`src/rtl/fp_alu_console.sv`:
```
`default_nettype none
// ============================================================================
// Module   : fp_alu_console
// Purpose  : Hex operand/op entry, ALU start/done handshake with timeout,
//            and a paged, registered 7-segment hex display.
// Revision : 1.0
// ============================================================================

module fp_alu_console #(
   parameter int WIDTH   = 32,
   parameter int DIGITS  = 8,
   parameter int TIMEOUT = 255,
   localparam int PAGES  = WIDTH / (4 * DIGITS),
   localparam int PW     = (PAGES > 1) ? $clog2(PAGES) : 1
) (
   input  logic                  clk,
   input  logic                  reset_n,
   input  logic [3:0]            nib_in,
   input  logic                  nib_strobe,
   input  logic                  enter,
   input  logic [1:0]            op_sel,
   input  logic [PW-1:0]         page,
   output logic [WIDTH-1:0]      alu_a,
   output logic [WIDTH-1:0]      alu_b,
   output logic [1:0]            alu_op,
   output logic                  alu_start,
   input  logic                  alu_done,
   input  logic [WIDTH-1:0]      alu_result,
   output logic [7*DIGITS-1:0]   seg,
   output logic [2:0]            state_led,
   output logic                  busy,
   output logic                  err
);

   typedef enum logic [2:0] {
      S_ENTER_A = 3'd0,
      S_ENTER_B = 3'd1,
      S_ISSUE   = 3'd2,
      S_WAIT    = 3'd3,
      S_SHOW    = 3'd4,
      S_ERROR   = 3'd5
   } state_t;

   localparam int TW = $clog2(TIMEOUT + 1);
   localparam logic [TW-1:0] c_TIMER_LAST = TW'(TIMEOUT - 1);

   state_t                 r_state;
   state_t                 w_state_next;
   logic [WIDTH-1:0]       r_a;
   logic [WIDTH-1:0]       r_b;
   logic [1:0]             r_op;
   logic [WIDTH-1:0]       r_result;
   logic [TW-1:0]          r_timer;
   logic [7*DIGITS-1:0]    r_seg;
   logic                   w_timer_last;
   logic [WIDTH-1:0]       w_disp;
   logic [4*DIGITS-1:0]    w_page_val;
   logic                   w_page_ok;
   logic [7*DIGITS-1:0]    w_seg_next;

   function automatic logic [6:0] hex7(input logic [3:0] n);
      case (n)
         4'h0: hex7 = 7'h3F;  4'h1: hex7 = 7'h06;  4'h2: hex7 = 7'h5B;  4'h3: hex7 = 7'h4F;
         4'h4: hex7 = 7'h66;  4'h5: hex7 = 7'h6D;  4'h6: hex7 = 7'h7D;  4'h7: hex7 = 7'h07;
         4'h8: hex7 = 7'h7F;  4'h9: hex7 = 7'h6F;  4'hA: hex7 = 7'h77;  4'hB: hex7 = 7'h7C;
         4'hC: hex7 = 7'h39;  4'hD: hex7 = 7'h5E;  4'hE: hex7 = 7'h79;
         default: hex7 = 7'h71;
      endcase
   endfunction

   assign w_timer_last = (r_timer == c_TIMER_LAST);

   always_ff @(posedge clk or negedge reset_n) begin
      if (!reset_n) r_state <= S_ENTER_A;
      else          r_state <= w_state_next;
   end

   // A done on the final WAIT cycle takes priority over the timeout.
   always_comb begin
      w_state_next = r_state;
      case (r_state)
         S_ENTER_A: if (enter) w_state_next = S_ENTER_B;
         S_ENTER_B: if (enter) w_state_next = S_ISSUE;
         S_ISSUE:   w_state_next = S_WAIT;
         S_WAIT: begin
            if (alu_done)          w_state_next = S_SHOW;
            else if (w_timer_last) w_state_next = S_ERROR;
         end
         S_SHOW, S_ERROR: if (enter) w_state_next = S_ENTER_A;
         default:   w_state_next = S_ENTER_A;
      endcase
   end

   always_ff @(posedge clk or negedge reset_n) begin
      if (!reset_n) begin
         r_a      <= '0;
         r_b      <= '0;
         r_op     <= '0;
         r_result <= '0;
         r_timer  <= '0;
      end else begin
         case (r_state)
            S_ENTER_A: begin
               if (nib_strobe) r_a <= {r_a[WIDTH-5:0], nib_in};
               if (enter)      r_b <= '0;
            end
            S_ENTER_B: begin
               if (nib_strobe) r_b  <= {r_b[WIDTH-5:0], nib_in};
               if (enter)      r_op <= op_sel;
            end
            S_ISSUE: r_timer <= '0;
            S_WAIT: begin
               if (alu_done)           r_result <= alu_result;
               else if (!w_timer_last) r_timer  <= r_timer + 1'b1;
            end
            S_SHOW, S_ERROR: if (enter) r_a <= '0;
            default: ;
         endcase
      end
   end

   always_comb begin
      case (r_state)
         S_ENTER_A: w_disp = r_a;
         S_SHOW:    w_disp = r_result;
         default:   w_disp = r_b;
      endcase
   end

   // Pages past the last one match nothing and blank the display.
   always_comb begin
      w_page_val = '0;
      w_page_ok  = 1'b0;
      for (int p = 0; p < PAGES; p++) begin
         if (page == PW'(p)) begin
            w_page_val = w_disp[p*4*DIGITS +: 4*DIGITS];
            w_page_ok  = 1'b1;
         end
      end
   end

   always_comb begin
      w_seg_next = '0;
      for (int i = 0; i < DIGITS; i++) begin
         if (r_state == S_ERROR) w_seg_next[7*i +: 7] = 7'h40;
         else if (w_page_ok)     w_seg_next[7*i +: 7] = hex7(w_page_val[4*i +: 4]);
      end
   end

   always_ff @(posedge clk or negedge reset_n) begin
      if (!reset_n) r_seg <= '0;
      else          r_seg <= w_seg_next;
   end

   assign seg       = r_seg;
   assign alu_a     = r_a;
   assign alu_b     = r_b;
   assign alu_op    = r_op;
   assign alu_start = (r_state == S_ISSUE);
   assign busy      = (r_state == S_ISSUE) || (r_state == S_WAIT);
   assign err       = (r_state == S_ERROR);
   assign state_led = r_state;

endmodule

`default_nettype wire
```
`config.mk`:
```
export PLATFORM = sky130hd
export DESIGN_NAME = fp_alu_console
export DESIGN_NICKNAME = d
export VERILOG_FILES = /design/src/rtl/fp_alu_console.sv
export SDC_FILE = /design/constraint.sdc
export NUM_CORES = 1
export LEC_CHECK = 0
export ABC_AREA = 1
export ABC_CLOCK_PERIOD_IN_PS = 2500
export CAP_MARGIN = 20
export CORE_MARGIN = 5
export CORE_UTILIZATION = 40
export CTS_CLUSTER_DIAMETER = 40
export DETAILED_ROUTE_END_ITERATION = 8
export DONT_BUFFER_PORTS = 1
export PLACE_DENSITY = 0.56
export SETUP_SLACK_MARGIN = 0.2
export SLEW_MARGIN = 20
export SYNTH_ARGS = -nofsm -noshare
export SYNTH_HDL_FRONTEND = slang
export SYNTH_SLANG_ARGS = --single-unit
```
`constraint.sdc`:
```
create_clock -name clk -period 2.5 [get_ports clk]
set_clock_uncertainty 0.15 [all_clocks]
set_input_delay 0.25 -clock clk [delete_from_list [all_inputs] [get_ports clk]]
set_output_delay 0.25 -clock clk [all_outputs]
set_load 0.05 [all_outputs]
```
==> metrics.md, run 1 <==
| Metric | Value |
|---|---|
| Outcome | complete, but fails checks |
| Violated checks | hold timing |
| CTS tree | done |
| Largest cells by area after synthesis | dfrtp_1 (46%), nand2_1 (8.7%), nand3_1 (7.1%), ha_1 (6.9%), inv_1 (5.5%) |
| Post-Syn Area per Cell | around 8.2 um2 |
| Worst Path Buf+Inv | 2 |
| Num CTS Buffers | 17 |
| Critical path startpoint category | register |
| CP Cell Sequence | nor2_4 > buf_12 > o21ai_1 > nor2_2 > inv_1 > ha_1 > nand2_1 > o21ai_0 > nor2_1 |
| Post-DR vias/cell | approximately 5.2 |
| Total wire length | 28100 um |
| Power Dens Cells | 1380 mW/mm2 |
| Sinks on the clock net | roughly 170 |
| Remaining antenna violation count | 0 |
| Gp weighted congestion | around 0.9 |
| FF-to-FF path depth | 9 |
| Die area | roughly 0.026 mm2 |
| Seq cells post-synth | 165 |
| Mapped Area | about 0.0091 mm2 |
| DRC Markers | 0 |
| Post-Synthesis Cells | about 1100 |
| Clock Pin Slew Worst Setup and Hold Paths | approximately 70 ps |
| Critical Setup Path Class | reg -> reg |
| Yosys top cell by area | dfrtp_1 |
| Unrepaired setup endpoints after global routing | yes |
| Worst-Skew Late Latency | roughly 430 ps |
| I/O pin count | 172 |
| Design Power | between 15 and 20 mW |
| Register area share after synthesis | 0.456 |
| Library cells used by synthesis | 32 |
| Crit-path max FO | 22 |
| Tmin final | 2190 ps |
| Max-slew violation count | 0 |
| YS warnings | 0 |
| Placement Cell Area | around 0.0099 mm2 |
| Final Cycle Share | 0.875 |
| Worst setup EP type | register |
| Area Overhead vs Synth | 22.5% |
| Grt ovf | 0 |
| WL per Instance | 18.5 um |
| Pre-antenna DRT Iters | 5 |
| Nets | roughly 1300 |
| Htree depth | 4 |
| Core Box Area | around 0.022 mm2 |
| IO buf count | 0 |
| WP data arrival | around 2400 ps |
| Layout cells sized above 1 | 0.169 |
| Worst Path Required | between 2000 and 3000 ps |
| Max stage delay on crit path | 440 ps |
| Hold Fails Final Rpt | 165 |
| Hold Path Class | in -> async |
| Max cap viols | 0 |
| Vias in the first global route | a little under 8000 |
| CTS max path bufs | 2 |
| DRT iter0 DRCs | around 550 |
| RR Endpoint | seg[8] |
| Post-route cell area | about 0.011 mm2 |
| First-pass GRT wire length | 43800 um |
| Setup TNS Final | 0 ps |
| Final setup viols | 0 |
| Cell leakage power | ~5.4 nW |
| Top cell type's share of synthesized area | 0.456 |
| Max stage delay cell, worst path | dfrtp_2 |
| Number of hold buffers added after cts | 42 |
| Worst-margin pin slew | approximately 600 ps |
| Syn nets | 1198 |
| WHS | -633 ps |
| Die Wd | 160 um |
| Max_slew headroom | 0.603 |
| Die Ht | ~160 um |
| VDD IR max | slightly below 0.0008 V |
| R2r setup slk | around 310 ps |
| DPL Wire Length | approximately 20000 um |
| Initial Util | 0.404 |
| Achievable Freq | between 400 and 500 MHz |
| Site Rows | 55 |
| Worst r2r src | state_led[0] |
| Clk root buf | clkbuf_16 |
| Filler cell count | about 2200 |
| Initial antenna violation count | 0 |
| Largest net degree at the start of global routing | 166 |
| All-layer global routing usage | 0.217 |
| N_diodes | 0 |
| Crit path max-delay family | simple AND/OR/NAND/NOR gates |
| Vias | roughly 7800 |
layout by cell type (no fill, tap or decap), types with 2 or more instances in the layout:
cell / count
clkbuf_8: 2
mux2_2: 6
clkinv_4: 3
o22ai_1: 31
dfrtp_1: 162
nor2_4: 8
inv_1: 128
o21ai_1: 30
clkinvlp_4: 2
inv_6: 3
o211ai_1: 3
nand3_2: 21
buf_4: 89
inv_2: 17
nand3_1: 121
nor2_2: 11
xor2_1: 3
dfrtp_2: 3
nand2_1: 210
nand4_1: 21
nor2_1: 92
clkbuf_16: 18
nand2_2: 10
mux2_1: 18
dlygate4sd3_1: 42
buf_12: 5
a21oi_1: 50
ha_1: 50
o21ai_0: 47
bufinv_16: 2
o21bai_1: 3
nand3b_1: 8
clkinv_1: 3
per-stage QoR:
step	setup slack (ps)	utilization	hold WS [ps]	std cells
floorplan	224	-	-196	1104
global placement	177	0.442	-182	1435
detailed placement	98.2	0.442	-186	1435
CTS	223	0.489	-646	1512
global route	156	0.494	-657	1517
finish	314	0.494	-633	1517
cell type report:
| class | instances | area, um2 | area share |
|---|---|---|---|
| Tap cell | 285 | 357 | 0.0321 |
| Clock buffer | 20 | 457 | 0.0412 |
| Multi-Input combinational cell | 748 | 4220 | 0.380 |
| Sequential cell | 165 | 4130 | 0.373 |
| Timing Repair Buffer | 138 | 1220 | 0.110 |
| Inverter | 149 | 562 | 0.0506 |
| Clock inverter | 12 | 144 | 0.0130 |
timing repair:
item / 4_1_cts / 5_1_grt
hold endpoints to repair: 213 / 165
pin swaps: 2 / 9
setup buffers: 3 / 4
endpoints found under the setup margin: 17 / 47
resized for setup: 3 / 24
gates cloned: 0 / 1
worst reg2reg max path, stage by stage, from the launching register on:
cell and delay [ps]:
dfrtp_2 440, nor2_4 200, buf_12 190, o21ai_1 90, nor2_2 240, inv_1 150
ha_1 300, nand2_1 60, o21ai_0 170, nor2_1 80
synth_stat cells:
| cell | instances |
|---|---|
| mux2_2 | 6 |
| o21ai_1 | 22 |
| a21oi_2 | 1 |
| o22ai_1 | 31 |
| buf_1 | 3 |
| nand4_1 | 21 |
| nand2_1 | 210 |
| clkbuf_1 | 7 |
| clkinv_1 | 3 |
| a21oi_1 | 51 |
| nand3_2 | 14 |
| o21ai_0 | 55 |
| o21bai_1 | 3 |
| nor3_1 | 1 |
| nand3b_1 | 8 |
| ha_1 | 50 |
| nor2_4 | 5 |
| xor2_1 | 3 |
| buf_6 | 3 |
| nand3_1 | 128 |
| inv_2 | 14 |
| clkbuf_2 | 1 |
| dfrtp_1 | 165 |
| or2_2 | 1 |
| nor2_1 | 94 |
| buf_2 | 21 |
| nor2_2 | 12 |
| buf_4 | 7 |
| mux2_1 | 18 |
| inv_1 | 132 |
| nand2_2 | 11 |
| o211ai_1 | 3 |
worst max-delay path by stage:
stage | start | endpoint | slack, ps | depth (start not counted)
after global routing | state_led[0] | seg[21] | 160 | 11
after detailed placement | state_led[1] | seg[27] | 100 | 12
after CTS | state_led[1] | seg[7] | 220 | 10
after global placement | state_led[1] | seg[27] | 180 | 12
final | state_led[0] | seg[8] | 310 | 9
after floorplan | state_led[2] | r_timer[0] | 220 | 8
power by group:
group          switching [mW]  internal, mW  total, mW
Sequential               2.13          3.59       5.72
Combinational            4.70          2.17       6.87
Clock                    1.17          1.55       2.72
sequential cells by signal, indices dropped and copies added (netlist names):
register and cells:
r_timer 8, r_result 32, alu_b 32, alu_op 2, seg 56, state_led 3, alu_a 32
metal layers:
| metal | part of all wire | wire, um | up-vias | global-route usage |
|---|---|---|---|---|
| li1 | - | - | 3837 | - |
| met1 | 0.43 | 12200 | 3718 | 0.286 |
| met2 | 0.48 | 13400 | 256 | 0.354 |
| met3 | 0.067 | 1880 | 31 | 0.0557 |
| met4 | 0.021 | 584 | 0 | 0.0649 |
| met5 | 0 | 0 | - | 0 |
logic make-up (layout without fill, tap and decap cells):
| kind of cell | after synthesis | count (layout) | share of synthesized area |
|---|---|---|---|
| buffers and inverters | 191 | 319 | 0.0876 |
| adder cells (fa/ha/maj) | 50 | 50 | 0.0691 |
| XOR/XNOR | 3 | 3 | 0.00290 |
| AND/OR/NAND/NOR | 505 | 505 | 0.257 |
| AO/OA/AOI/OAI | 166 | 166 | 0.0981 |
| flip-flops | 165 | 165 | 0.456 |
| multiplexers | 24 | 24 | 0.0298 |
Note: power is estimated with default switching activity, not from simulation.
==> run 2: changes to the inputs <==
Settings changed: ABC_AREA 1 to unset, BUFFER_PORTS_ARGS set to -buffer_cell sky130_fd_sc_hd__buf_2, DONT_BUFFER_PORTS 1 to unset, PLACE_DENSITY 0.56 to unset, PLACE_DENSITY_LB_ADDON set to 0.12.
==> run 2 against run 1 <==
Compared with the run above: the flow now finishes without violations; largest cell class unchanged; cell count decreased by 4.6%; clock power is essentially flat; sequential power shrank 24%.
==> metrics.md, run 2 <==
| Metric | Value |
|---|---|
| IO buf count | 171 (was 0) |
| All-layer global routing usage | 0.215 (was 0.217) |
| Max cap viols | 0 (unchanged) |
| Post-Syn Area per Cell | 10.2 um2 (was 8.20 um2) |
| Unrepaired setup endpoints after global routing | yes (unchanged) |
| Max stage delay on crit path | 430 ps (was 440 ps) |
| Commonest non-fill, non-tap cell in the layout | buf_2 (was nand2_1) |
| GRT Max-Usage Layer | met2 (unchanged) |
| Die Ht | 160 um (about the same) |
| Met2 usage | 0.322 (was 0.354) |
| Worst Path Buf+Inv | 2 (unchanged) |
| Critical path startpoint category | register (unchanged) |
| Core Box Area | 0.0225 mm2 (was 0.0224 mm2) |
| Power Dens Cells | 1380 mW/mm2 (about the same) |
| Initial antenna violation count | 0 (unchanged) |
| Largest net degree at the start of global routing | 62 (was 166) |
| WL per Instance | 19.7 um (was 18.5 um) |
| Achievable Freq | 407 MHz (was 457 MHz) |
| CP Cell Sequence | nor2_4 > buf_4 > nor2_1 > a211oi_2 > inv_2 > ha_1 > nor2_1 > a2111oi_1 > a41o_1 (was nor2_4 > buf_12 > o21ai_1 > nor2_2 > inv_1 > ha_1 > nand2_1 > o21ai_0 > nor2_1) |
| Gp weighted congestion | 0.894 (was 0.881) |
| Main synth FF type | dfrtp_1 (unchanged) |
| Yosys top cell by area | dfrtp_1 (unchanged) |
| Worst r2r src | state_led[0] (unchanged) |
| Area Overhead vs Synth | 34.3% (was 22.5%) |
| Syn nets | 986 (was 1198) |
| WHS | 133 ps (was -633 ps) |
| FF-to-FF path depth | 9 (unchanged) |
| Clk root buf | clkbuf_16 (unchanged) |
| Crit path depth | 9 (unchanged) |
| DPL Wire Length | 20000 um (was 20400 um) |
| Max stage delay cell, worst path | dfrtp_2 (unchanged) |
| Grt met1 use | 0.316 (was 0.286) |
| Final setup viols | 0 (unchanged) |
| Crit path max-delay family | compound AO/OA/AOI/OAI gates (was simple AND/OR/NAND/NOR gates) |
| Initial Util | 0.403 (was 0.404) |
| Register area share after synthesis | 0.456 (about the same) |
| Mapped Area | 0.00906 mm2 (about the same) |
| Total wire length | 28400 um (was 28100 um) |
| Count leader, synth | dfrtp_1 (was nand2_1) |
| WP data arrival | 2670 ps (was 2350 ps) |
| Max_slew headroom | 0.543 (was 0.603) |
| Seq cells post-synth | 165 (unchanged) |
| Layout cells sized above 1 | 0.380 (was 0.169) |
| Commonest cells post-synth | dfrtp_1 (165), nand2_1 (111), nor2_1 (53) (was nand2_1 (210), dfrtp_1 (165), inv_1 (132)) |
| Worst setup EP type | register (unchanged) |
| Library cells used by synthesis | 62 (was 32) |
| Post-DR vias/cell | 5.42 (was 5.17) |
| Top cell type's share of synthesized area | 0.456 (about the same) |
| N_diodes | 0 (unchanged) |
| Max-slew violation count | 0 (unchanged) |
| Post-synth EDFFs | 0 (unchanged) |
| R2r setup slk | 40 ps (was 310 ps) |
| Die area | 0.0258 mm2 (about the same) |
| Outcome | completed (was complete, but fails checks) |
| YS warnings | 0 (unchanged) |
| Clock Pin Slew Worst Setup and Hold Paths | 70 ps (about the same) |
| Die Wd | 160 um (about the same) |
| Ys async rst share | 1.00 (unchanged) |
| Design Power | 16.8 mW (was 15.3 mW) |
| Remaining antenna violation count | 0 (unchanged) |
| Post-Synthesis Cells | 892 (was 1104) |
| Hold Fails Final Rpt | 0 (was 165) |
| Largest cells by area after synthesis | dfrtp_1 (46%), ha_1 (6.9%), mux2_2 (5.6%), nand2_1 (4.6%), a22o_1 (3.2%) (was dfrtp_1 (46%), nand2_1 (8.7%), nand3_1 (7.1%), ha_1 (6.9%), inv_1 (5.5%)) |
| Placement Cell Area | 0.0107 mm2 (was 0.00992 mm2) |
| Num CTS Buffers | 17 (unchanged) |
| Tmin final | 2460 ps (was 2190 ps) |
| Htree depth | 4 (unchanged) |
| DRC Markers | 0 (unchanged) |
| Final Cycle Share | 0.984 (was 0.875) |
| Filler cell count | 2027 (was 2165) |
| CTS tree | done (unchanged) |
| Critical Setup Path Class | reg -> reg (unchanged) |
| I/O pin count | 172 (unchanged) |
| DRT iter0 DRCs | 514 (was 545) |
| Grt ovf | 0 (unchanged) |
| Met3 Usage GRT | 0.0377 (was 0.0557) |
| Most numerous cell on the critical path | nor2_1 |
| Sinks on the clock net | 165 (unchanged) |
| First-pass GRT wire length | 44200 um (was 43800 um) |
| Vias in the first global route | 7663 (was 7740) |
| Nets | 1243 (was 1313) |
| Crit-path max FO | 5 (was 22) |
| Most frequent cells in the layout | buf_2 (169), dfrtp_1 (162), nand2_1 (108) (was nand2_1 (210), dfrtp_1 (162), inv_1 (128)) |
| Post-route cell area | 0.0122 mm2 (was 0.0111 mm2) |
| Worst Path Required | 2710 ps (was 2660 ps) |
| CTS max path bufs | 2 (unchanged) |
| Worst-margin pin slew | 685 ps (was 596 ps) |
| Site Rows | 55 (unchanged) |
| VDD IR max | 0.000808 V (was 0.000787 V) |
| Vias | 7848 (was 7842) |
| Pre-antenna DRT Iters | 5 (unchanged) |
| Worst-Skew Late Latency | 430 ps (about the same) |
| Cell leakage power | 5.83 nW (was 5.41 nW) |
| Hold Path Class | in -> async (unchanged) |
| RR Endpoint | seg[52] (was seg[8]) |
| Max FFs per register | 56 (unchanged) |
## run 2: kinds of logic (layout without fill, tap and decap cells)
family | after synthesis | after routing | synth area share
compound gates | 241 | 241 | 0.201
xor+xnor | 12 | 12 | 0.0116
simple gates | 266 | 266 | 0.132
mux | 69 | 69 | 0.0825
flops | 165 | 165 | 0.456
fa+ha+maj | 50 | 50 | 0.0691
buf+inv | 89 | 359 | 0.0488
## run 2: per-layer routing
layer	wire length, um	part of all wire
met5	0	0
met4	619	0.022
met3	1530	0.054
met2	12900	0.45
met1	13400	0.47
## run 2: where the power goes
part           switching [mW]  internal (mW)
sequential              0.771           3.60
combinational            6.38           3.38
clock                    1.15           1.54
total                    8.29           8.52
## run 2: metrics by stage
| step | cells | util | TNS (ps) | worst slack (ps) |
|---|---|---|---|---|
| 2_1_floorplan | 892 | - | -165 | -60.1 |
| 3_3_place_gp | 1345 | 0.476 | 0 | 156 |
| 3_5_place_dp | 1345 | 0.476 | 0 | 139 |
| 4_1_cts | 1419 | 0.521 | 0 | 154 |
| 5_1_grt | 1447 | 0.541 | 0 | 45.6 |
| 6_report | 1447 | 0.541 | 0 | 40.9 |
## run 2: worst max path at each step
| stage | to | slack [ps] | start |
|---|---|---|---|
| 2_1_floorplan | seg[10] | -60 | state_led[0] |
| 3_3_place_gp | seg[35] | 160 | state_led[0] |
| 3_5_place_dp | seg[35] | 140 | state_led[0] |
| 4_1_cts | seg[15] | 150 | state_led[2] |
| 5_1_grt | seg[52] | 50 | state_led[0] |
| 6_report | seg[52] | 40 | state_led[0] |
## run 2: what timing repair did
action | 4_1_cts | 5_1_grt
hold buffers | 40 | 0
endpoints found under the hold margin | 208 | 0
setup endpoints to repair | 12 | 33
pin swaps | 4 | 22
cloned | 0 | 2
buffers inserted | 2 | 26
gates resized for setup | 6 | 51
## run 2: area by class of cell
class	count	area [um2]	area share
flip-flops and latches	165	4130	0.340
repair buffers	297	2080	0.171
multi-input cells	638	4880	0.401
clock inverters	12	141	0.0116
inverters	30	123	0.0101
well taps	285	357	0.0293
clock buffers	20	457	0.0375
